**src/rtl/mem_wb_stage.sv**
```systemverilog
// MEM/WB pipeline register built as an elastic stage. A main entry drives the outputs and a
// skid entry catches one beat under back-pressure. Also provides a forwarding port and a stall counter.
module mem_wb_stage #(
    parameter int DATA_W        = 32,
    parameter int REG_AW        = 5,
    parameter int CNT_W         = 16,
    parameter int ZERO_REG_KILL = 1
) (
    input  logic              clk,
    input  logic              rst_n,
    input  logic              in_valid,
    output logic              in_ready,
    input  logic [DATA_W-1:0] outE,
    input  logic [DATA_W-1:0] Dataout,
    input  logic [REG_AW-1:0] RegEscr1E,
    input  logic              reg_write,
    input  logic              mem_to_reg,
    input  logic              flush,
    output logic              out_valid,
    input  logic              out_ready,
    output logic [DATA_W-1:0] outE_M,
    output logic [DATA_W-1:0] DataoutM,
    output logic [REG_AW-1:0] RegEscr1E_M,
    output logic              reg_write_q,
    output logic [DATA_W-1:0] wb_data,
    output logic              fwd_valid,
    output logic [REG_AW-1:0] fwd_rd,
    output logic [DATA_W-1:0] fwd_data,
    output logic [CNT_W-1:0]  stall_cnt
);

    typedef enum logic [1:0] {
        ST_EMPTY = 2'd0,
        ST_ONE   = 2'd1,
        ST_TWO   = 2'd2
    } state_t;

    state_t              state_r;
    state_t              state_nxt_s;
    logic                in_ready_r;
    logic                in_ready_nxt_s;
    logic                out_valid_r;
    logic                accept_s;
    logic                pop_s;
    logic                load_main_s;
    logic                load_skid_s;
    logic                main_from_skid_s;
    logic                in_wr_s;

    logic [DATA_W-1:0]   main_alu_r;
    logic [DATA_W-1:0]   main_ld_r;
    logic [REG_AW-1:0]   main_rd_r;
    logic                main_wr_r;
    logic                main_m2r_r;
    logic [DATA_W-1:0]   skid_alu_r;
    logic [DATA_W-1:0]   skid_ld_r;
    logic [REG_AW-1:0]   skid_rd_r;
    logic                skid_wr_r;
    logic                skid_m2r_r;
    logic [CNT_W-1:0]    stall_cnt_r;

    // Writes to r0 are killed on entry so reg_write_q is a plain register output.
    function automatic logic gate_wr(input logic wr, input logic [REG_AW-1:0] rd);
        return wr & ~((ZERO_REG_KILL != 0) && (rd == {REG_AW{1'b0}}));
    endfunction

    assign accept_s = in_valid & in_ready_r;
    assign pop_s    = out_valid_r & out_ready;
    assign in_wr_s  = gate_wr(reg_write, RegEscr1E);

    // State register.
    always_ff @(posedge clk) begin
        if (!rst_n) begin
            state_r <= ST_EMPTY;
        end else begin
            state_r <= state_nxt_s;
        end
    end

    // Next-state logic; flush empties the stage regardless of handshake.
    always_comb begin
        state_nxt_s = state_r;
        if (flush) begin
            state_nxt_s = ST_EMPTY;
        end else begin
            case (state_r)
                ST_EMPTY: begin
                    if (accept_s) state_nxt_s = ST_ONE;
                    else          state_nxt_s = ST_EMPTY;
                end
                ST_ONE: begin
                    if (accept_s && !pop_s)      state_nxt_s = ST_TWO;
                    else if (!accept_s && pop_s) state_nxt_s = ST_EMPTY;
                    else                         state_nxt_s = ST_ONE;
                end
                ST_TWO: begin
                    if (pop_s) state_nxt_s = ST_ONE;
                    else       state_nxt_s = ST_TWO;
                end
                default: state_nxt_s = ST_EMPTY;
            endcase
        end
    end

    // Datapath load controls and the next value of in_ready.
    always_comb begin
        load_main_s      = 1'b0;
        load_skid_s      = 1'b0;
        main_from_skid_s = 1'b0;
        if (flush) begin
            load_main_s      = 1'b0;
            load_skid_s      = 1'b0;
            main_from_skid_s = 1'b0;
        end else begin
            case (state_r)
                ST_EMPTY: load_main_s = accept_s;
                ST_ONE: begin
                    if (accept_s) begin
                        load_main_s = pop_s;
                        load_skid_s = ~pop_s;
                    end else begin
                        load_main_s = 1'b0;
                    end
                end
                ST_TWO:  main_from_skid_s = pop_s;
                default: load_main_s = 1'b0;
            endcase
        end
        if (state_nxt_s != ST_TWO) in_ready_nxt_s = 1'b1;
        else                       in_ready_nxt_s = 1'b0;
    end

    // Registered handshake outputs.
    always_ff @(posedge clk) begin
        if (!rst_n) begin
            in_ready_r  <= 1'b0;
            out_valid_r <= 1'b0;
        end else begin
            in_ready_r  <= in_ready_nxt_s;
            out_valid_r <= (state_nxt_s != ST_EMPTY);
        end
    end

    // Main (head) entry.
    always_ff @(posedge clk) begin
        if (!rst_n) begin
            main_alu_r <= {DATA_W{1'b0}};
            main_ld_r  <= {DATA_W{1'b0}};
            main_rd_r  <= {REG_AW{1'b0}};
            main_wr_r  <= 1'b0;
            main_m2r_r <= 1'b0;
        end else if (main_from_skid_s) begin
            main_alu_r <= skid_alu_r;
            main_ld_r  <= skid_ld_r;
            main_rd_r  <= skid_rd_r;
            main_wr_r  <= skid_wr_r;
            main_m2r_r <= skid_m2r_r;
        end else if (load_main_s) begin
            main_alu_r <= outE;
            main_ld_r  <= Dataout;
            main_rd_r  <= RegEscr1E;
            main_wr_r  <= in_wr_s;
            main_m2r_r <= mem_to_reg;
        end else begin
            main_alu_r <= main_alu_r;
            main_ld_r  <= main_ld_r;
            main_rd_r  <= main_rd_r;
            main_wr_r  <= main_wr_r;
            main_m2r_r <= main_m2r_r;
        end
    end

    // Skid entry, filled only by an accept that cannot be popped through.
    always_ff @(posedge clk) begin
        if (!rst_n) begin
            skid_alu_r <= {DATA_W{1'b0}};
            skid_ld_r  <= {DATA_W{1'b0}};
            skid_rd_r  <= {REG_AW{1'b0}};
            skid_wr_r  <= 1'b0;
            skid_m2r_r <= 1'b0;
        end else if (load_skid_s) begin
            skid_alu_r <= outE;
            skid_ld_r  <= Dataout;
            skid_rd_r  <= RegEscr1E;
            skid_wr_r  <= in_wr_s;
            skid_m2r_r <= mem_to_reg;
        end else begin
            skid_alu_r <= skid_alu_r;
            skid_ld_r  <= skid_ld_r;
            skid_rd_r  <= skid_rd_r;
            skid_wr_r  <= skid_wr_r;
            skid_m2r_r <= skid_m2r_r;
        end
    end

    // Saturating count of cycles the head is held by writeback.
    always_ff @(posedge clk) begin
        if (!rst_n) begin
            stall_cnt_r <= {CNT_W{1'b0}};
        end else if (out_valid_r && !out_ready && (stall_cnt_r != {CNT_W{1'b1}})) begin
            stall_cnt_r <= stall_cnt_r + {{(CNT_W-1){1'b0}}, 1'b1};
        end else begin
            stall_cnt_r <= stall_cnt_r;
        end
    end

    assign in_ready    = in_ready_r;
    assign out_valid   = out_valid_r;
    assign outE_M      = main_alu_r;
    assign DataoutM    = main_ld_r;
    assign RegEscr1E_M = main_rd_r;
    assign reg_write_q = main_wr_r;
    assign stall_cnt   = stall_cnt_r;
    assign wb_data     = main_m2r_r ? main_ld_r : main_alu_r;
    assign fwd_valid   = out_valid_r & main_wr_r;
    assign fwd_rd      = main_rd_r;
    assign fwd_data    = wb_data;

endmodule
```
**config.mk**
```make
export PLATFORM = sky130hd
export DESIGN_NAME = mem_wb_stage
export DESIGN_NICKNAME = d
export VERILOG_FILES = /design/src/rtl/mem_wb_stage.sv
export SDC_FILE = /design/constraint.sdc
export NUM_CORES = 1
export LEC_CHECK = 0
export CAP_MARGIN = 5
export CORE_MARGIN = 2
export CORE_UTILIZATION = 40
export CTS_CLUSTER_DIAMETER = 80
export DETAILED_ROUTE_END_ITERATION = 7
export PLACE_DENSITY = 0.72
export SKIP_LAST_GASP = 1
export SLEW_MARGIN = 20
export SYNTH_ARGS = -nofsm -noshare
export SYNTH_HDL_FRONTEND = slang
export SYNTH_SLANG_ARGS = --single-unit
```
**constraint.sdc**
```tcl
create_clock -name clk -period 2 [get_ports clk]
set_clock_uncertainty 0.2 [all_clocks]
set_input_delay 0.3 -clock clk [delete_from_list [all_inputs] [get_ports clk]]
set_output_delay 0.3 -clock clk [all_outputs]
set_load 0.01 [all_outputs]
```
==> impl_metrics.env <==
export IMPL_yosysWarnings=0
export IMPL_die_area_um2=19300
export IMPL_syn_inst=832
export IMPL_numCtsBuffers=17
export IMPL_synth_top_cell_area_share=0.447
export IMPL_synth_avg_cell_area_um2=8.73
export IMPL_synth_most_common_cell="dfxtp_1"
export IMPL_ys_types=39
export IMPL_crit_type="flop to output port"
export IMPL_fin_ws_ns=-0.0394
export IMPL_worstHoldPathType="input port to flop"
export IMPL_drtIter0Drc=390
export IMPL_core_area_um2=17900
export IMPL_crit_required_ns=1.50
export IMPL_grt_ovfl_total=0
export IMPL_fill_cells=1525
export IMPL_avgViaCountPerCell=5.12
export IMPL_routedWlPerCell_um=15.6
export IMPL_hold_violations=0
export IMPL_end_kind="output port"
export IMPL_cts_clk_slew_worst_paths_ns=0.07
export IMPL_grt_max_degree=68
export IMPL_antenna_found_initial=1
export IMPL_reg2reg_slack_ns=0.07
export IMPL_power_density_nw_per_um2=724
export IMPL_die_w_um=139
export IMPL_synth_seq_cells=162
export IMPL_vias=6608
export IMPL_violations="setup timing"
export IMPL_syn2layout_area_growth_pct=50.3
export IMPL_ctsHtreeMaxLevel=4
export IMPL_maxCapViolCount=0
export IMPL_arrival_ns=1.54
export IMPL_io_pins=234
export IMPL_synth_area_leader_cell="dfxtp_1"
export IMPL_synthTopCellsByCount="162 x dfxtp_1, 157 x nand2_1, 84 x a21oi_1"
export IMPL_route_detailed_drc=0
export IMPL_setup_violations=37
export IMPL_syn_area_um2=7260
export IMPL_synth_area_leaders="dfxtp_1 45%, mux2i_1 9.5%, nand2_1 8.1%"
export IMPL_fin_util=0.610
export IMPL_wl_um=20200
export IMPL_placed_area_um2=9990
export IMPL_rows=49
export IMPL_maxSlewViolCount=0
export IMPL_cts_buffer_depth=2
export IMPL_place_ws_ns=-0.378
export IMPL_clkSinkCount=162
export IMPL_async_flop_share=0
export IMPL_antenna_cells=0
export IMPL_port_buffers=233
export IMPL_seq_area_frac_synth=0.447
export IMPL_grt_first_pass_wirelength_um=32200
export IMPL_irDropWorstVdd_mv=0.590
export IMPL_start_util=0.406
export IMPL_holdWs_ns=0.247
export IMPL_status="finished with violations"
export IMPL_crit_fanout=4
export IMPL_start_kind="flop"
export IMPL_grt_pass1_vias=6195
export IMPL_max_freq_mhz=490
export IMPL_power_leakage_nw=3.86
export IMPL_dieHeight_um=139
export IMPL_dr_pass1_iters=6
export IMPL_yosys_most_used_dff="dfxtp_1"
export IMPL_relSlewSlack=0.734
export IMPL_layout_area_seq_um2=3250
export IMPL_antenna_left=0
export IMPL_synth_edf_count=0
export IMPL_cts_tree="built"
export IMPL_syn_nets=911
export IMPL_cts_root_buf="clkbuf_16"
export IMPL_num_nets_final=1128
export IMPL_grtUsageTotal=0.205
export IMPL_multi_input_area_um2=3580
export IMPL_design_area_um2=10900
export IMPL_worst_pin_slew_ns=0.396
export IMPL_rsz0062_at_grt="yes"
export IMPL_clkLatencyLatePin_ns=0.42
export IMPL_dp_hpwl_um=13500
export IMPL_drive_gt1_frac=0.189
export IMPL_fin_crit_sh=1.02
export IMPL_finalWorstPathRequiredPeriod_ns=2.04
export IMPL_place_congestion=0.824
==> routing by layer <==
layer  share of wire  track usage  vias up
met3           0.062       0.0584       17
met4           0.010       0.0526        2
met2            0.49        0.343      189
met5         0.00050            0        -
met1            0.44        0.261     3098
li1                -            -     3302
==> cell families (layout without fill, tap and decap cells) <==
group           Yosys count  count (layout)  share of synthesized area
compound gates          180             180                      0.157
buf+inv                 102             332                     0.0782
fa+ha+maj                 3               3                    0.00517
simple gates            284             284                      0.169
flops                   162             162                      0.447
mux                     101             101                      0.145
==> through the flow <==
step	power, mW	setup TNS [ns]	std cells
floorplan	3.89	0	832
detailed placement	4.46	-48.02	1251
global placement	4.45	-43.62	1251
CTS	7.98	-4.51	1291
finish	7.90	-0.513	1291
global route	8.21	-4.56	1291
==> critical path, stage by stage, from the launching register on <==
cell and delay, ns:
dfxtp_4 0.38, buf_12 0.14, clkbuf_16 0.15, mux2_4 0.32, buf_6 0.13
==> repair_timing <==
action	in CTS	in global routing
hold endpoints to repair	0	0
hold buffers	0	0
pin swaps	0	1
buffers inserted	5	1
gates resized for setup	303	49
cloned	3	2
endpoints found under the setup margin	65	117
==> state kept, by name (all words and copies together) (netlist names) <==
name and count:
state_r 2, reg_write_q 1, skid_wr_r 1, in_ready 1
out_valid 1, RegEscr1E_M 5, skid_rd_r 5, stall_cnt 16
main_m2r_r 1, outE_M 32, skid_m2r_r 1, skid_ld_r 32
DataoutM 32, skid_alu_r 32
==> worst paths after layout <==
| path | start | end | depth (start not counted) |
|---|---|---|---|
| setup reg to reg | out_valid | outE_M[1] | 9 |
| hold / removal | outE[6] | skid_alu_r[6] | 3 |
| hold reg to reg | skid_ld_r[15] | skid_ld_r[15] | 2 |
| setup / recovery | main_m2r_r | fwd_data[5] | 4 |
==> power by group <==
group / leakage (nW) / switching [mW] / internal, mW
combinational: 2.23 / 0.442 / 0.626
clock: 0.310 / 1.41 / 2.04
sequential: 1.32 / 0.0757 / 3.31
==> layout make-up <==
type,count,share of cell area
Inverter,4,0.00160
Clock buffer,18,0.0402
Tap cell,229,0.0262
Timing Repair Buffer,296,0.288
Multi-Input combinational cell,568,0.328
Sequential cell,162,0.298
Clock inverter,14,0.0180
==> placed cells by master (no fill, tap or decap), types with 8 or more instances in the layout <==
cell,n
buf_4,38
nand2_1,157
a211oi_1,66
clkbuf_16,19
buf_2,9
buf_6,56
mux2_4,30
nor2_1,80
mux2i_1,69
buf_12,21
dfxtp_1,159
o21ai_0,12
clkdlybuf4s50_1,168
a21oi_1,84
nand3_1,8
No activity file was read; power rests on OpenSTA's default activity.
